**src/rtl/hazard_pkg.sv**
```systemverilog
// ---------------------------------------------------------------------------
// hazard_pkg : shared register-address and load-window types for the hazard unit
// Rev 1.0
// ---------------------------------------------------------------------------
`default_nettype none

package hazard_pkg;

  localparam int HZ_NUM_REGS = 32;
  localparam int HZ_ADDR_W   = $clog2(HZ_NUM_REGS);

  typedef logic [HZ_ADDR_W-1:0] reg_addr_t;

  typedef struct packed {
    logic      valid;
    reg_addr_t rd;
  } ld_stage_t;

endpackage

`default_nettype wire

```
**src/rtl/hazard_load_window.sv**
```systemverilog
// ---------------------------------------------------------------------------
// hazard_load_window : LOAD_LAT-deep {valid, rd} shift register with per-source match
// Rev 1.0
// ---------------------------------------------------------------------------
`default_nettype none

module hazard_load_window
  import hazard_pkg::*;
#(
  parameter int LOAD_LAT = 1,
  parameter int NUM_SRC  = 2,
  parameter int ADDR_W   = HZ_ADDR_W
) (
  input  logic                      clk_i,
  input  logic                      rst_ni,
  input  logic                      ld_valid_i,
  input  logic [ADDR_W-1:0]         ld_rd_i,
  input  logic [NUM_SRC*ADDR_W-1:0] rs_addr_i,
  input  logic [NUM_SRC-1:0]        rs_used_i,
  output logic [NUM_SRC-1:0]        hit_o
);

  ld_stage_t [LOAD_LAT-1:0] stage_q;

  // A source hits when it is read, is not x0, and names the rd of any live stage.
  function automatic logic [NUM_SRC-1:0] match(
    input logic [NUM_SRC*ADDR_W-1:0] rs,
    input logic [NUM_SRC-1:0]        used,
    input ld_stage_t [LOAD_LAT-1:0]  st
  );
    logic [NUM_SRC-1:0] hits;
    reg_addr_t          a;
    hits = '0;
    for (int i = 0; i < NUM_SRC; i++) begin
      a = reg_addr_t'(rs[i*ADDR_W +: ADDR_W]);
      for (int s = 0; s < LOAD_LAT; s++) begin
        if (used[i] && (a != '0) && st[s].valid && (st[s].rd == a)) begin
          hits[i] = 1'b1;
        end
      end
    end
    return hits;
  endfunction

  always_ff @(posedge clk_i or negedge rst_ni) begin
    if (!rst_ni) begin
      stage_q <= '0;
    end else begin
      stage_q[0] <= '{valid: ld_valid_i, rd: reg_addr_t'(ld_rd_i)};
      for (int s = 1; s < LOAD_LAT; s++) begin
        stage_q[s] <= stage_q[s-1];
      end
    end
  end

  assign hit_o = match(rs_addr_i, rs_used_i, stage_q);

endmodule

`default_nettype wire

```
**src/rtl/hazard_scoreboard.sv**
```systemverilog
// ---------------------------------------------------------------------------
// hazard_scoreboard : load-use, scoreboard RAW/WAW and branch-flush control for decode
// Rev 1.0
// ---------------------------------------------------------------------------
`default_nettype none

module hazard_scoreboard
  import hazard_pkg::*;
#(
  parameter int NUM_REGS = HZ_NUM_REGS,
  parameter int ADDR_W   = $clog2(NUM_REGS),
  parameter int NUM_SRC  = 2,
  parameter int LOAD_LAT = 1,
  parameter int CNT_W    = 32
) (
  input  logic                      clk_i,
  input  logic                      rst_ni,
  input  logic                      id_valid_i,
  input  logic [NUM_SRC*ADDR_W-1:0] id_rs_addr_i,
  input  logic [NUM_SRC-1:0]        id_rs_used_i,
  input  logic [ADDR_W-1:0]         id_rd_addr_i,
  input  logic                      id_rd_wen_i,
  input  logic                      id_mem_read_i,
  input  logic                      id_long_lat_i,
  input  logic                      lwb_valid_i,
  input  logic [ADDR_W-1:0]         lwb_rd_addr_i,
  input  logic                      branch_flush_i,
  output logic                      stall_if_o,
  output logic                      stall_id_o,
  output logic                      flush_id_o,
  output logic                      flush_ex_o,
  output logic [NUM_REGS-1:0]       sb_pending_o,
  output logic [CNT_W-1:0]          stall_cnt_o,
  output logic                      sb_err_o
);

  logic [NUM_REGS-1:0] pending_q, pending_d;
  logic [CNT_W-1:0]    cnt_q, cnt_d;
  logic                err_q, err_d;

  logic               raw_sb, waw_sb, load_use, hazard, issue;
  logic               rd_nz, ld_push;
  logic [NUM_SRC-1:0] ld_hit;

  assign rd_nz = (id_rd_addr_i != '0);

  always_comb begin
    raw_sb = 1'b0;
    for (int i = 0; i < NUM_SRC; i++) begin
      if (id_rs_used_i[i] && (id_rs_addr_i[i*ADDR_W +: ADDR_W] != '0) &&
          pending_q[id_rs_addr_i[i*ADDR_W +: ADDR_W]]) begin
        raw_sb = 1'b1;
      end
    end
    raw_sb = raw_sb & id_valid_i;
  end

  assign waw_sb   = id_valid_i & id_rd_wen_i & rd_nz & pending_q[id_rd_addr_i];
  assign load_use = id_valid_i & (|ld_hit);
  assign hazard   = raw_sb | waw_sb | load_use;
  assign issue    = id_valid_i & ~hazard & ~branch_flush_i;
  assign ld_push  = issue & id_mem_read_i & id_rd_wen_i & rd_nz;

  hazard_load_window #(
    .LOAD_LAT (LOAD_LAT),
    .NUM_SRC  (NUM_SRC),
    .ADDR_W   (ADDR_W)
  ) u_load_window (
    .clk_i      (clk_i),
    .rst_ni     (rst_ni),
    .ld_valid_i (ld_push),
    .ld_rd_i    (id_rd_addr_i),
    .rs_addr_i  (id_rs_addr_i),
    .rs_used_i  (id_rs_used_i),
    .hit_o      (ld_hit)
  );

  // Flush outranks any hazard: the instructions being stalled are about to be squashed.
  always_comb begin
    stall_if_o = 1'b0;
    stall_id_o = 1'b0;
    flush_id_o = 1'b0;
    flush_ex_o = 1'b0;
    if (branch_flush_i) begin
      flush_id_o = 1'b1;
      flush_ex_o = 1'b1;
    end else if (hazard) begin
      stall_if_o = 1'b1;
      stall_id_o = 1'b1;
      flush_ex_o = 1'b1;
    end
  end

  // Clear is applied before set so a same-cycle set on the same register wins.
  always_comb begin
    pending_d = pending_q;
    if (lwb_valid_i) begin
      pending_d[lwb_rd_addr_i] = 1'b0;
    end
    if (issue && id_long_lat_i && id_rd_wen_i && rd_nz) begin
      pending_d[id_rd_addr_i] = 1'b1;
    end
    pending_d[0] = 1'b0;
  end

  always_comb begin
    err_d = err_q;
    if (lwb_valid_i && ((lwb_rd_addr_i == '0) || !pending_q[lwb_rd_addr_i])) begin
      err_d = 1'b1;
    end
  end

  always_comb begin
    cnt_d = cnt_q;
    if (stall_id_o && (cnt_q != {CNT_W{1'b1}})) begin
      cnt_d = cnt_q + 1'b1;
    end
  end

  always_ff @(posedge clk_i or negedge rst_ni) begin
    if (!rst_ni) begin
      pending_q <= '0;
      cnt_q     <= '0;
      err_q     <= 1'b0;
    end else begin
      pending_q <= pending_d;
      cnt_q     <= cnt_d;
      err_q     <= err_d;
    end
  end

  assign sb_pending_o = pending_q;
  assign stall_cnt_o  = cnt_q;
  assign sb_err_o     = err_q;

endmodule

`default_nettype wire

```
**config.mk**
```make
export PLATFORM = sky130hd
export DESIGN_NAME = hazard_scoreboard
export DESIGN_NICKNAME = d
export VERILOG_FILES = /design/src/rtl/hazard_pkg.sv /design/src/rtl/hazard_load_window.sv /design/src/rtl/hazard_scoreboard.sv
export SDC_FILE = /design/constraint.sdc
export NUM_CORES = 1
export LEC_CHECK = 0
export BUFFER_PORTS_ARGS = -buffer_cell sky130_fd_sc_hd__buf_4
export CORE_MARGIN = 5
export CORE_UTILIZATION = 50
export DETAILED_ROUTE_END_ITERATION = 6
export GPL_ROUTABILITY_DRIVEN = 0
export PLACE_DENSITY = 0.79
export SLEW_MARGIN = 30
export SYNTH_ARGS = -nofsm -noshare
export SYNTH_HDL_FRONTEND = slang
export SYNTH_SLANG_ARGS = --single-unit
```
**constraint.sdc**
```tcl
create_clock -name clk_i -period 8.75 [get_ports clk_i]
set_clock_uncertainty 0.2 [all_clocks]
set_input_delay 1.75 -clock clk_i [delete_from_list [all_inputs] [get_ports clk_i]]
set_output_delay 1.75 -clock clk_i [all_outputs]
set_load 0.02 [all_outputs]
```
; Word-level counts from Yosys, hierarchy flattened
; Index checks and enable logic that the tools add are counted.
[op_classes]
n_addsub = 1
magnitude_cmp = 6
n_eq_ne = 3
mux = 22
n_bitwise = 17
reduce_logical = 22
[ops]
columns = cell, count
row1 = $mux W32, 2
row2 = $add A32 B1 Y32 const B, 1
row3 = $and A32 B32 Y32, 1
row4 = $ne A32 B32 Y1 const B, 1
row5 = $not A32 Y32, 1
row6 = $or A32 B32 Y32, 1
row7 = $lt A5 B6 Y1 const B, 4
row8 = $bmux W1 S5, 4
row9 = $logic_and A1 B1 Y1, 15
row10 = $reduce_bool A5 Y1, 3
row11 = $mux W1, 14
row12 = $and A1 B1 Y1, 10
row13 = $demux W1 S5, 2
row14 = $eq A5 B5 Y1, 2
row15 = $ge A5 B1 Y1 const B, 2
row16 = $logic_not A5 Y1, 1
row17 = $not A1 Y1, 2
row18 = $or A1 B1 Y1, 2
row19 = $reduce_or A2 Y1, 1
row20 = $logic_not A1 Y1, 1
row21 = $logic_or A1 B1 Y1, 1
[word_totals]
register_bits = 70
input_bits = 30
out_inout_bits = 69
elab_cells = 76

; Logic depth before layout (Yosys ltp)
[depth]
word_depth = 15
mapped_depth = 12
depth_no_buf = 8

; Hierarchy
; From an unflattened synthesis, not the netlist that was laid out.
[hier_totals]
cells_unflattened = 428
area_unflattened_um2 = 4426.7
[modules_own_cells]
columns = mod, n_inst, cells_per_inst, area_per_inst_um2, seq_area_each_um2
row1 = hazard_scoreboard, 1, 403, 4134.0, 1601.5
row2 = hazard_load_window, 1, 25, 292.8, 150.1

; Worst setup path before layout
; OpenSTA, ideal clock, no wires.
[synth_timing]
kind = in2out
startpoint = input id_rs_addr_i[1]
endpoint = output stall_if_o
t_arrival_ns = 3.982
required_ns = 6.800
path_slack_ns = 2.818
path_stages = 8
path_buffers = 3
cell_sequence = clkbuf_1 > mux4_2 > a2111oi_1 > nor3_1 > and3_1 > buf_6 > o22ai_1 > buf_4
[synth_via]
elab_chain_cells = 10
word_cells_on_any_way = 18
classes_between = 1 x eq/ne / 7 x mux / 4 x bitwise / 6 x reduce/logical
[synth_rtl]
columns = element, line_no
row1 = "start, declared", hazard_scoreboard.sv:19  ; input logic [NUM_SRC*ADDR_W-1:0] id_rs_addr_i,
row2 = $bmux W1 S5 / $reduce_bool A5 Y1 (equally long branches), "hazard_scoreboard.sv:51, hazard_load_window.sv:37, hazard_scoreboard.sv:50"
row3 = $mux W1 (not written as such) / $logic_and A1 B1 Y1 (equally long branches), "hazard_scoreboard.sv:51, hazard_load_window.sv:37, hazard_scoreboard.sv:50"
row4 = "$logic_and A1 B1 Y1, on equally long branches", "hazard_scoreboard.sv:50, hazard_load_window.sv:37"
row5 = $mux W1 / $logic_and A1 B1 Y1 (equally long branches), "hazard_scoreboard.sv:50, hazard_load_window.sv:37"
row6 = "$mux W1, on equally long branches", "hazard_scoreboard.sv:50, hazard_load_window.sv:37"
row7 = $and A1 B1 Y1 / $reduce_or A2 Y1 (equally long branches), "hazard_scoreboard.sv:55, hazard_scoreboard.sv:59"
row8 = $or A1 B1 Y1 / $and A1 B1 Y1 (equally long branches), "hazard_scoreboard.sv:60, hazard_scoreboard.sv:59"
row9 = $or A1 B1 Y1 (*), hazard_scoreboard.sv:60  ; assign hazard = raw_sb | waw_sb | load_use;
row10 = $mux W1 (*) (2 in series), -
row11 = "end, declared", hazard_scoreboard.sv:28  ; output logic stall_if_o,
; Every way passes the cells marked *; elsewhere a longest branch is shown, timed or not. The select of a mux whose other input is x is not followed.

; Final worst setup path
[layout_timing]
startpoint = input id_rs_addr_i[0]
endpoint = output stall_id_o
[layout_via]
elab_chain_cells = 10
word_cells_on_any_way = 18
classes_between = 1 x eq/ne / 7 x mux / 4 x bitwise / 6 x reduce/logical
[layout_rtl]
columns = element, line_no
row1 = $bmux W1 S5 / $reduce_bool A5 Y1 (equally long branches), "hazard_scoreboard.sv:51, hazard_load_window.sv:37, hazard_scoreboard.sv:50"
row2 = $mux W1 (not written as such) / $logic_and A1 B1 Y1 (equally long branches), "hazard_scoreboard.sv:51, hazard_load_window.sv:37, hazard_scoreboard.sv:50"
row3 = "$logic_and A1 B1 Y1, on equally long branches", "hazard_scoreboard.sv:50, hazard_load_window.sv:37"
row4 = $mux W1 / $logic_and A1 B1 Y1 (equally long branches), "hazard_scoreboard.sv:50, hazard_load_window.sv:37"
row5 = "$mux W1, on equally long branches", "hazard_scoreboard.sv:50, hazard_load_window.sv:37"
row6 = $and A1 B1 Y1 / $reduce_or A2 Y1 (equally long branches), "hazard_scoreboard.sv:55, hazard_scoreboard.sv:59"
row7 = $or A1 B1 Y1 / $and A1 B1 Y1 (equally long branches), "hazard_scoreboard.sv:60, hazard_scoreboard.sv:59"
row8 = $or A1 B1 Y1 (*), hazard_scoreboard.sv:60
row9 = $mux W1 (*), hazard_scoreboard.sv:87  ; end else if (hazard) begin
row10 = $mux W1 (*), hazard_scoreboard.sv:84  ; if (branch_flush_i) begin
row11 = "end, declared", hazard_scoreboard.sv:29  ; output logic stall_id_o,
; Marks and branches as above.

==> flow_metrics.tcl <==
set metrics [dict create \
    status "finished, final reports clean" \
    crit_required_ns 6.80 \
    drt_iter0_drc 390 \
    drt_first_pass_iters 5 \
    utilization_pct 62.4 \
    setup-tns-final_ns 0 \
    avgSynthCellArea_um2 10.4 \
    path_class "primary input to output port" \
    ys_async_sr_fraction_pct 100 \
    dieArea_um2 10800 \
    cts_buffer_depth 2 \
    die_w_um 104 \
    insertedDiodeCount 0 \
    synth_area_leader_cell "dfrtp_1" \
    antenna_found_initial 0 \
    crit_family "compound AO/OA/AOI/OAI gates" \
    synthToLayoutAreaGrowth_pct 22.5 \
    worstPathArrival_ns 3.91 \
    cts_resized 0 \
    synth_nets 453 \
    drc 0 \
    root_buffer "clkbuf_8" \
    pin_count 99 \
    setup_viol_count_final 0 \
    crit_path_max_fanout 12 \
    reg2reg_depth 8 \
    syn_area_um2 4400 \
    maxCapViolations 0 \
    initial_core_util_pct 50.9 \
    p_leak_nw 2.33 \
    total_power_mw 0.895 \
    crit_path_start_kind "primary input" \
    crit_path_frequent_cell "buf_4" \
    finalCritPeriodShare_pct 67.0 \
    hp-class "flop to flop" \
    seq_area_frac_synth_pct 39.8 \
    grt.overflow.total 0 \
    hold_depth 1 \
    cts_setup_buffers 0 \
    die_h_um 104 \
    drive_gt1_share_pct 28.7 \
    hold-worst-slack_ns 0.297 \
    crit_chain "buf_4 -> mux2i_1 -> mux4_2 -> a2111oi_1 -> nor3_1 -> and3_1 -> o22ai_1 -> buf_4" \
    grt_pass1_vias 3865 \
    dpl.cell_count 601 \
    viasPerCell 6.37 \
    hold_viol 0 \
    grt_max_degree 71 \
    synth_edf_count 0 \
    layout.nets 535 \
    cts.sinks 70 \
    numCtsBuffers 9 \
    syn-instance-count 422 \
    clock_latency_ns 0.35 \
    r2r_start "sb_pending_o[15]$_DFF_PN0_" \
    synth.distinct_cells 46 \
    dp.final_hpwl_um 9140 \
    ir_worst_vdd_uv 152 \
    fmax_ghz 0.171 \
    wl_per_cell_um 20.5 \
    worstMarginPinSlew_ns 0.783 \
    yosysWarnings 0 \
    core_um2 8640 \
    wl_um 12700 \
    regToRegEndpoint "stall_cnt_o[1]$_DFFE_PN0P_" \
    relSlewSlack_pct 47.6 \
    via_count 3928 \
    min-delay-start "stall_cnt_o[21]$_DFFE_PN0P_" \
    track_usage_pct 23.4 \
    reg2reg_slack_ns 5.13 \
    hold_buffers 0 \
    post-synth-top-count-cell "dfrtp_1" \
    nFillCells 706 \
    synth_top_area_share_pct 39.8 \
    worst_setup_path_end_kind "output port" \
    synth_flop_cell "dfrtp_1" \
    ys_ff_latch 70 \
    drv_slew 0 \
    min_to "stall_cnt_o[21]$_DFFE_PN0P_" \
    grt_setup_unrepaired "false" \
    htreeDepth 3 \
    crit_buf_inv 2 \
    synthTopCellsByCount "dfrtp_1, o21ai_0, xnor2_1" \
    slowest_delay_ns 0.49 \
    grt_pass1_wl_um 20700 \
    synth_area_leaders "dfrtp_1, mux2i_1, xnor2_1" \
    cp_slowest_cell "a2111oi_1" \
    ant_nets 0 \
    min_period_ns 5.86 \
    p_per_area_nw_per_um2 166 \
    num_rows 34 \
    cp.depth 8 \
    final_cells 617 \
    numPortBuffers 97 \
    clkSlewWorstSetupHoldPaths_ns 0.08 \
    tritoncts "built" \
]
## metal layers
layer | GRT usage (%) | part of all wire [%] | vias up
met2 | 38.4 | 50 | 216
met1 | 31.0 | 38 | 1941
li1 | - | - | 1748
met5 | 0 | 0 | -
met4 | 7.49 | 2.1 | 0
met3 | 5.10 | 9.8 | 23
## logic make-up (layout without fill, tap and decap cells)
| kind of cell | after synthesis | in the layout | share of synthesized area, % |
|---|---|---|---|
| other cells | 1 | 1 | 0.0853 |
| simple gates | 139 | 139 | 18.2 |
| mux | 54 | 54 | 17.6 |
| xor+xnor | 40 | 40 | 7.97 |
| fa+ha+maj | 1 | 1 | 0.285 |
| flops | 70 | 70 | 39.8 |
| buf+inv | 30 | 117 | 3.81 |
| compound gates | 87 | 87 | 12.2 |
## final cells by class
| class | count | area [µm²] | area share (%) |
|---|---|---|---|
| Clock buffer | 9 | 124 | 2.30 |
| Multi-Input combinational cell | 322 | 2480 | 46.0 |
| Clock inverter | 7 | 145 | 2.69 |
| Inverter | 3 | 11.3 | 0.209 |
| Timing Repair Buffer | 98 | 743 | 13.8 |
| Sequential cell | 70 | 1750 | 32.5 |
| Tap cell | 108 | 135 | 2.51 |
## power by group
| group | internal (mW) | switching, mW |
|---|---|---|
| registers | 0.344 | 0.0363 |
| clock network | 0.220 | 0.128 |
| logic | 0.0764 | 0.0909 |
## worst reg2reg max path, stage by stage (launching register included)
cell       delay, ns
dfrtp_1         0.53
mux2i_1         0.13
mux4_2          0.48
a2111oi_1       0.49
nor3_1          0.11
and3_1          0.28
a211oi_4        0.67
buf_6           0.26
mux2_2          0.35
## registers in the layout, indices dropped and copies added, names as in the netlist
name / cells
u_load_window.stage_q: 6
sb_pending_o: 31
sb_err_o: 1
stall_cnt_o: 32
## per-stage QoR
stage	cell area (µm²)	worst slack (ns)
2_1_floorplan	4400	2.82
3_3_place_gp	5100	2.95
3_5_place_dp	5110	2.92
4_1_cts	5380	2.92
5_1_grt	5390	2.78
6_report	5390	2.89
## cells in the final DEF (no fill, tap or decap), types with 2 or more instances in the layout
cell	instances
buf_4	96
dfrtp_1	70
o21ai_0	49
xnor2_1	37
mux2i_1	33
nand3_1	27
nand2_1	18
nor2_1	16
o31ai_1	15
mux4_2	13
nand3b_1	13
nand4_1	12
and3_1	11
clkbuf_8	9
or2_2	8
or3b_2	6
o22ai_1	6
nor3_1	5
and4_1	5
nor2b_1	5
or3_1	4
mux4_1	4
mux2_2	4
a21oi_1	4
bufinv_16	4
inv_1	3
nor4_1	3
a2111oi_0	3
xor2_1	3
o311ai_0	2
and3b_1	2
buf_6	2
## how the worst max path moves through the flow
| stage | to | slack, ns | startpoint |
|---|---|---|---|
| detailed placement | stall_if_o | 2.92 | id_rs_addr_i[0] |
| global placement | stall_id_o | 2.95 | id_rs_addr_i[0] |
| finish | stall_id_o | 2.89 | id_rs_addr_i[0] |
| global route | stall_if_o | 2.78 | id_rs_addr_i[0] |
| CTS | stall_if_o | 2.92 | id_rs_addr_i[0] |
| floorplan | stall_if_o | 2.82 | id_rs_addr_i[1] |
No activity file was read; power rests on OpenSTA's default activity.
